## src/rtl/command_tx.sv

```systemverilog
// UART 8N1 command transmitter: sends {addr, data[7:0], data[15:8]} as three
// back-to-back bytes, LSB first, BAUD_DIV clocks per bit.
module command_tx #(
  parameter int BAUD_DIV = 128
) (
  input  logic        i_clk,
  input  logic        rst,
  input  logic        cmd_valid,
  output logic        cmd_ready,
  input  logic [7:0]  cmd_addr,
  input  logic [15:0] cmd_data,
  output logic        uart_tx,
  output logic        busy,
  output logic        pkt_done
);

  localparam int            CW        = (BAUD_DIV > 2) ? $clog2(BAUD_DIV) : 1;
  localparam logic [CW-1:0] BAUD_LAST = CW'(BAUD_DIV - 1);

  typedef enum logic [1:0] {IDLE, START, DATA, STOP} state_t;

  state_t        state, state_n;
  logic [CW-1:0] baud_cnt, baud_cnt_n;
  logic [2:0]    bit_idx, bit_idx_n;
  logic [1:0]    byte_idx, byte_idx_n;
  logic [23:0]   pkt, pkt_n;
  logic          accept, bit_end;
  logic          tx_d, ready_d, busy_d, done_d;

  assign accept  = cmd_valid & cmd_ready;
  assign bit_end = (baud_cnt == BAUD_LAST);

  // NOTE: reset is sampled on the clock edge, and every register here uses <=
  // so all flops update together from values computed in the previous cycle.
  always_ff @(posedge i_clk) begin
    if (!rst) begin
      state     <= IDLE;
      baud_cnt  <= '0;
      bit_idx   <= '0;
      byte_idx  <= '0;
      pkt       <= '0;
      uart_tx   <= 1'b1;
      cmd_ready <= 1'b0;
      busy      <= 1'b0;
      pkt_done  <= 1'b0;
    end else begin
      state     <= state_n;
      baud_cnt  <= baud_cnt_n;
      bit_idx   <= bit_idx_n;
      byte_idx  <= byte_idx_n;
      pkt       <= pkt_n;
      uart_tx   <= tx_d;
      cmd_ready <= ready_d;
      busy      <= busy_d;
      pkt_done  <= done_d;
    end
  end

  // NOTE: every signal gets a default before the case so no latch is inferred.
  always_comb begin
    state_n    = state;
    baud_cnt_n = CW'(baud_cnt + 1'b1);
    bit_idx_n  = bit_idx;
    byte_idx_n = byte_idx;
    pkt_n      = pkt;
    case (state)
      IDLE: begin
        baud_cnt_n = '0;
        if (accept) begin
          state_n    = START;
          bit_idx_n  = '0;
          byte_idx_n = '0;
          pkt_n      = {cmd_data, cmd_addr};
        end
      end
      START: begin
        if (bit_end) begin
          state_n    = DATA;
          bit_idx_n  = '0;
          baud_cnt_n = '0;
        end
      end
      DATA: begin
        if (bit_end) begin
          baud_cnt_n = '0;
          if (bit_idx == 3'd7) state_n = STOP;
          else                 bit_idx_n = bit_idx + 3'd1;
        end
      end
      STOP: begin
        if (bit_end) begin
          baud_cnt_n = '0;
          if (byte_idx == 2'd2) begin
            state_n = IDLE;
          end else begin
            state_n    = START;
            byte_idx_n = byte_idx + 2'd1;
          end
        end
      end
      default: state_n = IDLE;
    endcase
  end

  // Outputs are decoded from the next state so the registered line changes
  // on the same edge as the state, keeping bit boundaries exact.
  always_comb begin
    tx_d    = 1'b1;
    ready_d = 1'b0;
    busy_d  = 1'b1;
    done_d  = 1'b0;
    case (state_n)
      IDLE: begin
        busy_d  = 1'b0;
        ready_d = 1'b1;
        done_d  = (state == STOP);
      end
      START:   tx_d = 1'b0;
      DATA:    tx_d = pkt_n[{byte_idx_n, bit_idx_n}];
      STOP:    tx_d = 1'b1;
      default: tx_d = 1'b1;
    endcase
  end

endmodule

```

## config.mk

```make
export PLATFORM = sky130hd
export DESIGN_NAME = command_tx
export DESIGN_NICKNAME = d
export VERILOG_FILES = /design/src/rtl/command_tx.sv
export SDC_FILE = /design/constraint.sdc
export NUM_CORES = 1
export LEC_CHECK = 0
export CAP_MARGIN = 20
export CORE_MARGIN = 3
export CORE_UTILIZATION = 35
export DETAILED_ROUTE_END_ITERATION = 16
export PLACE_DENSITY_LB_ADDON = 0.05
export RECOVER_POWER = 25
export SETUP_SLACK_MARGIN = 0.3
export SLEW_MARGIN = 20
export SYNTH_ARGS = -nofsm -noshare
export SYNTH_HDL_FRONTEND = slang
export SYNTH_SLANG_ARGS = --single-unit
```

## constraint.sdc

```tcl
create_clock -name i_clk -period 7.3 [get_ports i_clk]
set_clock_uncertainty 0.2 [all_clocks]
set_input_delay 0.73 -clock i_clk [delete_from_list [all_inputs] [get_ports i_clk]]
set_output_delay 0.73 -clock i_clk [all_outputs]
set_load 0.05 [all_outputs]
```

==> results of run 1 <==
==> registers in the layout, summed over array words and instances (netlist names) <==
name	cells
uart_tx	1
state	2
busy	1
pkt_done	1
cmd_ready	1
byte_idx	2
bit_idx	3
pkt	24
baud_cnt	7
==> metrics by stage <==
stage	power [mW]	area (um^2)	hold WS [ps]	utilization, %
after floorplan	0.4007	2257	226.3	-
after global placement	0.4597	2605	236.3	42.73
after detailed placement	0.4597	2605	241.3	42.73
after CTS	0.6425	2711	253.4	44.48
after global routing	0.6718	2711	275.7	44.48
final	0.6327	2711	252.3	44.48
==> cell usage after synthesis (all sizes together), types with 4 or more instances <==
library cell   n  share of area, %
clkbuf         8               1.3
ha             9               5.0
nand2         56               9.4
nor2          15               2.5
dfxtp         42                37
and3           4               1.2
mux2i          9               4.0
nand3          8               2.6
nor3           4              0.89
a21oi         30               6.8
inv            7               1.2
buf            4               1.4
mux4           6               7.0
==> report_power, final <==
group	internal, mW	switching, mW	total [mW]
registers	0.255	0.0134	0.268
logic	0.0767	0.107	0.183
clock network	0.102	0.0785	0.181
total	0.434	0.199	0.633
==> layout make-up <==
cell class | count | share of cell area, %
multi-input combinational | 193 | 49.01
sequential | 42 | 31.01
timing repair buffer | 32 | 11.63
tap | 75 | 3.461
clock buffer | 7 | 2.815
clock inverter | 1 | 1.108
inverter | 7 | 0.9691
==> kinds of logic after synthesis <==
kind of cell	count (synthesis)	share of synthesized area, %
and+or+nand+nor	105	22.40
AOI/OAI and AO/OA	56	16.91
DFF	42	37.25
buffers and inverters	19	3.880
muxes	18	12.64
adders and majority gates	9	4.989
xor gates and xnor gates	5	1.940
==> worst min path at each step <==
stage | to | slack [ps] | cells after the start
5_1_grt | pkt[11] | 280 | 2
2_1_floorplan | baud_cnt[0] | 230 | 1
4_1_cts | pkt[11] | 250 | 2
3_5_place_dp | pkt[11] | 240 | 2
6_report | pkt[8] | 250 | 2
3_3_place_gp | pkt[10] | 240 | 2
==> worst max-delay path: cells and delay by family <==
family / cells / cell delay, ps
compound gates: 6 / 1500
buf+inv: 1 / 490
mux: 1 / 350
simple gates: 1 / 350
==> routing by layer <==
layer  wire length, um  up-vias  track usage (%)
li1                  -      952                -
met1              2400      822            18.23
met2              2231       30            23.48
met3               172        4            3.992
met4                46        0            3.824
met5                 0        -                0
==> impl_metrics.env, run 1 <==
export IMPL_final_common_cell="nand2_1"
export IMPL_ys_ff_latch=42
export IMPL_holdBufCountCts=0
export IMPL_relSlewSlack_pct=34.41
export IMPL_vias=1808
export IMPL_setup_viol=0
export IMPL_drc_errors=0
export IMPL_dpl_cell_count=349
export IMPL_hp_start="pkt[8]"
export IMPL_worstPathCellList="clkdlybuf4s50_1 -> a21boi_1 -> or2_2 -> o32ai_4 -> mux2_4 -> o311a_1 -> o211ai_1 -> a41oi_1 -> a211o_1"
export IMPL_arrival_ps=3420
export IMPL_r2r_slack_ps=3970
export IMPL_ys_seq_area_share_pct=37.25
export IMPL_start_util_pct=37.03
export IMPL_ff_latch_area_um2=840.8
export IMPL_cts_tree="built"
export IMPL_nets=317
export IMPL_antenna_cells=0
export IMPL_routedWlPerCell_um=13.59
export IMPL_cts_setup_buffers=0
export IMPL_antenna_found_initial=0
export IMPL_syn_to_final_growth_pct=20.12
export IMPL_via_per_inst=5.064
export IMPL_finalHoldViolations=0
export IMPL_synth_distinct_cells=53
export IMPL_dieHeight_um=86.31
export IMPL_syn_inst=254
export IMPL_cts_htree_levels=2
export IMPL_min_period_over_period_pct=46.95
export IMPL_setup_ws_ps=3872
export IMPL_crit_required_ps=7290
export IMPL_syn_num_nets=290
export IMPL_path_max_fanout=13
export IMPL_core_area_mm2=0.006096
export IMPL_fin_cells=357
export IMPL_grt_max_degree=34
export IMPL_start_kind="primary input"
export IMPL_cts_root_buffer="clkbuf_8"
export IMPL_rsz0062_at_grt="false"
export IMPL_path_class="in2reg"
export IMPL_track_usage_pct=14.20
export IMPL_rr_startpoint="state[0]"
export IMPL_slew_violations=0
export IMPL_grt_overflow=0
export IMPL_clock_fmax_mhz=291.8
export IMPL_drtPass1Iterations=4
export IMPL_fin_setup_tns_ps=0
export IMPL_fillers=628
export IMPL_power_density_mw_per_mm2=233.3
export IMPL_synth_edf_count=0
export IMPL_max_stage_delay_ps=590
export IMPL_fp_row_count=28
export IMPL_power_leakage_nw=1.012
export IMPL_hold_class="reg2reg"
export IMPL_routed_wl_um=4850
export IMPL_status="completed"
export IMPL_clockBufferDepth=2
export IMPL_r2r_cells=10
export IMPL_dieArea_mm2=0.007449
export IMPL_crit_start="cmd_valid"
export IMPL_antenna_left=0
export IMPL_grt_pass1_vias=1775
export IMPL_yosysWarnings=0
export IMPL_synth_area_mm2=0.002257
export IMPL_clk_latency_ps=290
export IMPL_dieWidth_um=86.31
export IMPL_synth_ff_type="dfxtp_1"
export IMPL_rr_endpoint="uart_tx"
export IMPL_final_cell_mix="55 x nand2_1, 42 x dfxtp_1, 29 x a21oi_1, 29 x clkdlybuf4s50_1, 15 x nor2_1"
export IMPL_clock_sinks=42
export IMPL_drive_above_1_share_pct=7.092
export IMPL_io_buffers=30
export IMPL_routabilityCongestion=0.7188
export IMPL_post_place_ws_ps=3558
export IMPL_finalCriticalPeriod_ps=3428
export IMPL_multiInputGateArea_mm2=0.001329
export IMPL_ios=31
export IMPL_slowest_stage="o32ai_4"
export IMPL_drt_initial_drc_count=65
export IMPL_cp_end_kind="flop"
export IMPL_syn_area_per_cell_um2=8.886
export IMPL_crit_path_end="uart_tx"
export IMPL_maxCapViolations=0
export IMPL_vdd_drop_max_uv=103.4
export IMPL_clkTransAtPathRegs_ps=80
export IMPL_grt_first_pass_wirelength_um=8404
export IMPL_dp_hpwl_um=3488
export IMPL_max_slew_worst_pin_slew_ps=982.8
export IMPL_synthArstFlopShare_pct=0
export IMPL_post_cts_resized=0
export IMPL_numCtsBuffers=5
No activity file was read; power rests on OpenSTA's default activity.
==> inputs of run 2 (changes only) <==
==> constraint.sdc (replaced) <==
create_clock -name i_clk -period 3.1 [get_ports i_clk]
set_clock_uncertainty 0.2 [all_clocks]
set_input_delay 0.31 -clock i_clk [delete_from_list [all_inputs] [get_ports i_clk]]
set_output_delay 0.31 -clock i_clk [all_outputs]
set_load 0.05 [all_outputs]
==> impl_metrics.env, run 2 (synthesis results as in run 1) <==
export IMPL_finalHoldViolations=0
export IMPL_cts_htree_levels=2
export IMPL_dp_hpwl_um=3720
export IMPL_vias=1844
export IMPL_crit_required_ps=3100
export IMPL_dieHeight_um=86.31
export IMPL_clk_latency_ps=290
export IMPL_clock_sinks=42
export IMPL_arrival_ps=2800
export IMPL_p_int_uw=988.5
export IMPL_rsz0062_at_grt="false"
export IMPL_relSlewSlack_pct=65.55
export IMPL_start_util_pct=37.03
export IMPL_crit_path_end="uart_tx"
export IMPL_dieWidth_um=86.31
export IMPL_switching_power_uw=495.4
export IMPL_rr_startpoint="state[0]"
export IMPL_power_leakage_nw=1.056
export IMPL_start_kind="flop"
export IMPL_maxCapViolations=0
export IMPL_power_density_mw_per_mm2=525.5
export IMPL_routabilityCongestion=0.7503
export IMPL_combPwrFrac_pct=31.9
export IMPL_path_max_fanout=5
export IMPL_final_cell_mix="55 x nand2_1, 40 x dfxtp_1, 30 x clkdlybuf4s50_1"
export IMPL_cts_tree="built"
export IMPL_routedWlPerCell_um=14.00
export IMPL_drtPass1Iterations=4
export IMPL_grt_first_pass_wirelength_um=8907
export IMPL_clock_fmax_mhz=356.7
export IMPL_drive_above_1_share_pct=14.78
export IMPL_antenna_cells=0
export IMPL_antenna_left=0
export IMPL_rr_endpoint="uart_tx"
export IMPL_final_common_cell="nand2_1"
export IMPL_numCtsBuffers=5
export IMPL_final_cell_area_mm2=0.002824
export IMPL_p_seq_share_pct=42.9
export IMPL_clkPwrFrac_pct=25.2
export IMPL_finalCriticalPeriod_ps=2803
export IMPL_grt_pass1_vias=1917
export IMPL_clkTransAtPathRegs_ps=90
export IMPL_dieArea_mm2=0.007449
export IMPL_reg_top3="pkt (24), baud_cnt (7), bit_idx (3)"
export IMPL_dpl_cell_area_mm2=0.002656
export IMPL_vdd_drop_max_uv=227.5
export IMPL_r2r_cells=10
export IMPL_min_period_over_period_pct=90.43
export IMPL_drt_initial_drc_count=32
export IMPL_io_buffers=30
export IMPL_regMostFlops="pkt"
export IMPL_core_area_mm2=0.006096
export IMPL_max_slew_worst_pin_slew_ps=516.8
export IMPL_path_class="reg2reg"
export IMPL_cts_root_buffer="clkbuf_8"
export IMPL_hold_ws_ps=252.4
export IMPL_holdBufCountCts=0
export IMPL_drc_errors=0
export IMPL_slew_violations=0
export IMPL_hold_class="reg2reg"
export IMPL_largest_reg_flops=24
export IMPL_grt_max_degree=32
export IMPL_utilization_pct=46.33
export IMPL_grt_overflow=0
export IMPL_nets=326
export IMPL_via_per_inst=5.038
export IMPL_setup_viol=0
export IMPL_track_usage_pct=14.94
export IMPL_clockBufferDepth=2
export IMPL_syn_to_final_growth_pct=25.11
export IMPL_routed_wl_um=5125
export IMPL_fp_row_count=28
export IMPL_status="completed"
export IMPL_antenna_found_initial=0
export IMPL_swShare_pct=33.39
export IMPL_fin_setup_tns_ps=0
export IMPL_ios=31
export IMPL_cp_end_kind="flop"
export IMPL_crit_start="state[0]"
export IMPL_r2r_slack_ps=300
## run 2: per-stage QoR
stage | power [mW] | setup slack, ps | instances
after floorplan | 0.9499 | 319.7 | 254
after global placement | 1.107 | 159.2 | 355
after detailed placement | 1.104 | 86.14 | 355
after CTS | 1.491 | 317.1 | 365
after global routing | 1.583 | 198.1 | 366
final | 1.484 | 296.7 | 366
## run 2: how the worst min path moves through the flow
stage                        endpoint  slack, ps  depth (start not counted)         from
after floorplan           baud_cnt[0]        230                          1  baud_cnt[0]
after global routing           pkt[9]        280                          2       pkt[9]
final                          pkt[0]        250                          2       pkt[0]
after global placement        pkt[11]        230                          2      pkt[11]
after detailed placement      pkt[11]        240                          2      pkt[11]
after CTS                     pkt[11]        260                          2      pkt[11]
## run 2: layer usage
metal	vias up	global-route usage (%)	share of wire (%)
met2	23	24.25	48
met3	6	4.753	3.7
met1	850	19.14	47
li1	965	-	-
met5	-	0	0
met4	0	4.249	1.2
## run 2: timing repair
item,CTS,global route
endpoints found under the setup margin,1,1
pin swaps,1,5
gates resized for setup,4,15
setup buffers,2,1
## run 2: cell type report
cell class                 count  area (um^2)
fill                         632         3272
multi-input combinational    193         1383
sequential                    42        843.3
timing repair buffer          41        382.9
tap                           75        93.84
clock buffer                   6        82.58
inverter                       7        26.28
clock inverter                 2        12.51
## run 2: power by group through the flow
| stage | logic [mW] | clock network (mW) | registers [mW] |
|---|---|---|---|
| floorplan | 0.263 | 0 | 0.687 |
| global placement | 0.459 | 0 | 0.647 |
| detailed placement | 0.457 | 0 | 0.647 |
| CTS | 0.458 | 0.397 | 0.636 |
| global route | 0.521 | 0.417 | 0.645 |
| finish | 0.473 | 0.374 | 0.636 |
## run 2: critical path: stages, from the launching register on
cell and delay, ps:
dfxtp_1 370, inv_1 110, ha_2 200, a21boi_4 150, or2_4 270, o32ai_4 300
mux2_4 330, o311a_1 280, o211ai_1 120, a41oi_2 140, a211o_1 230
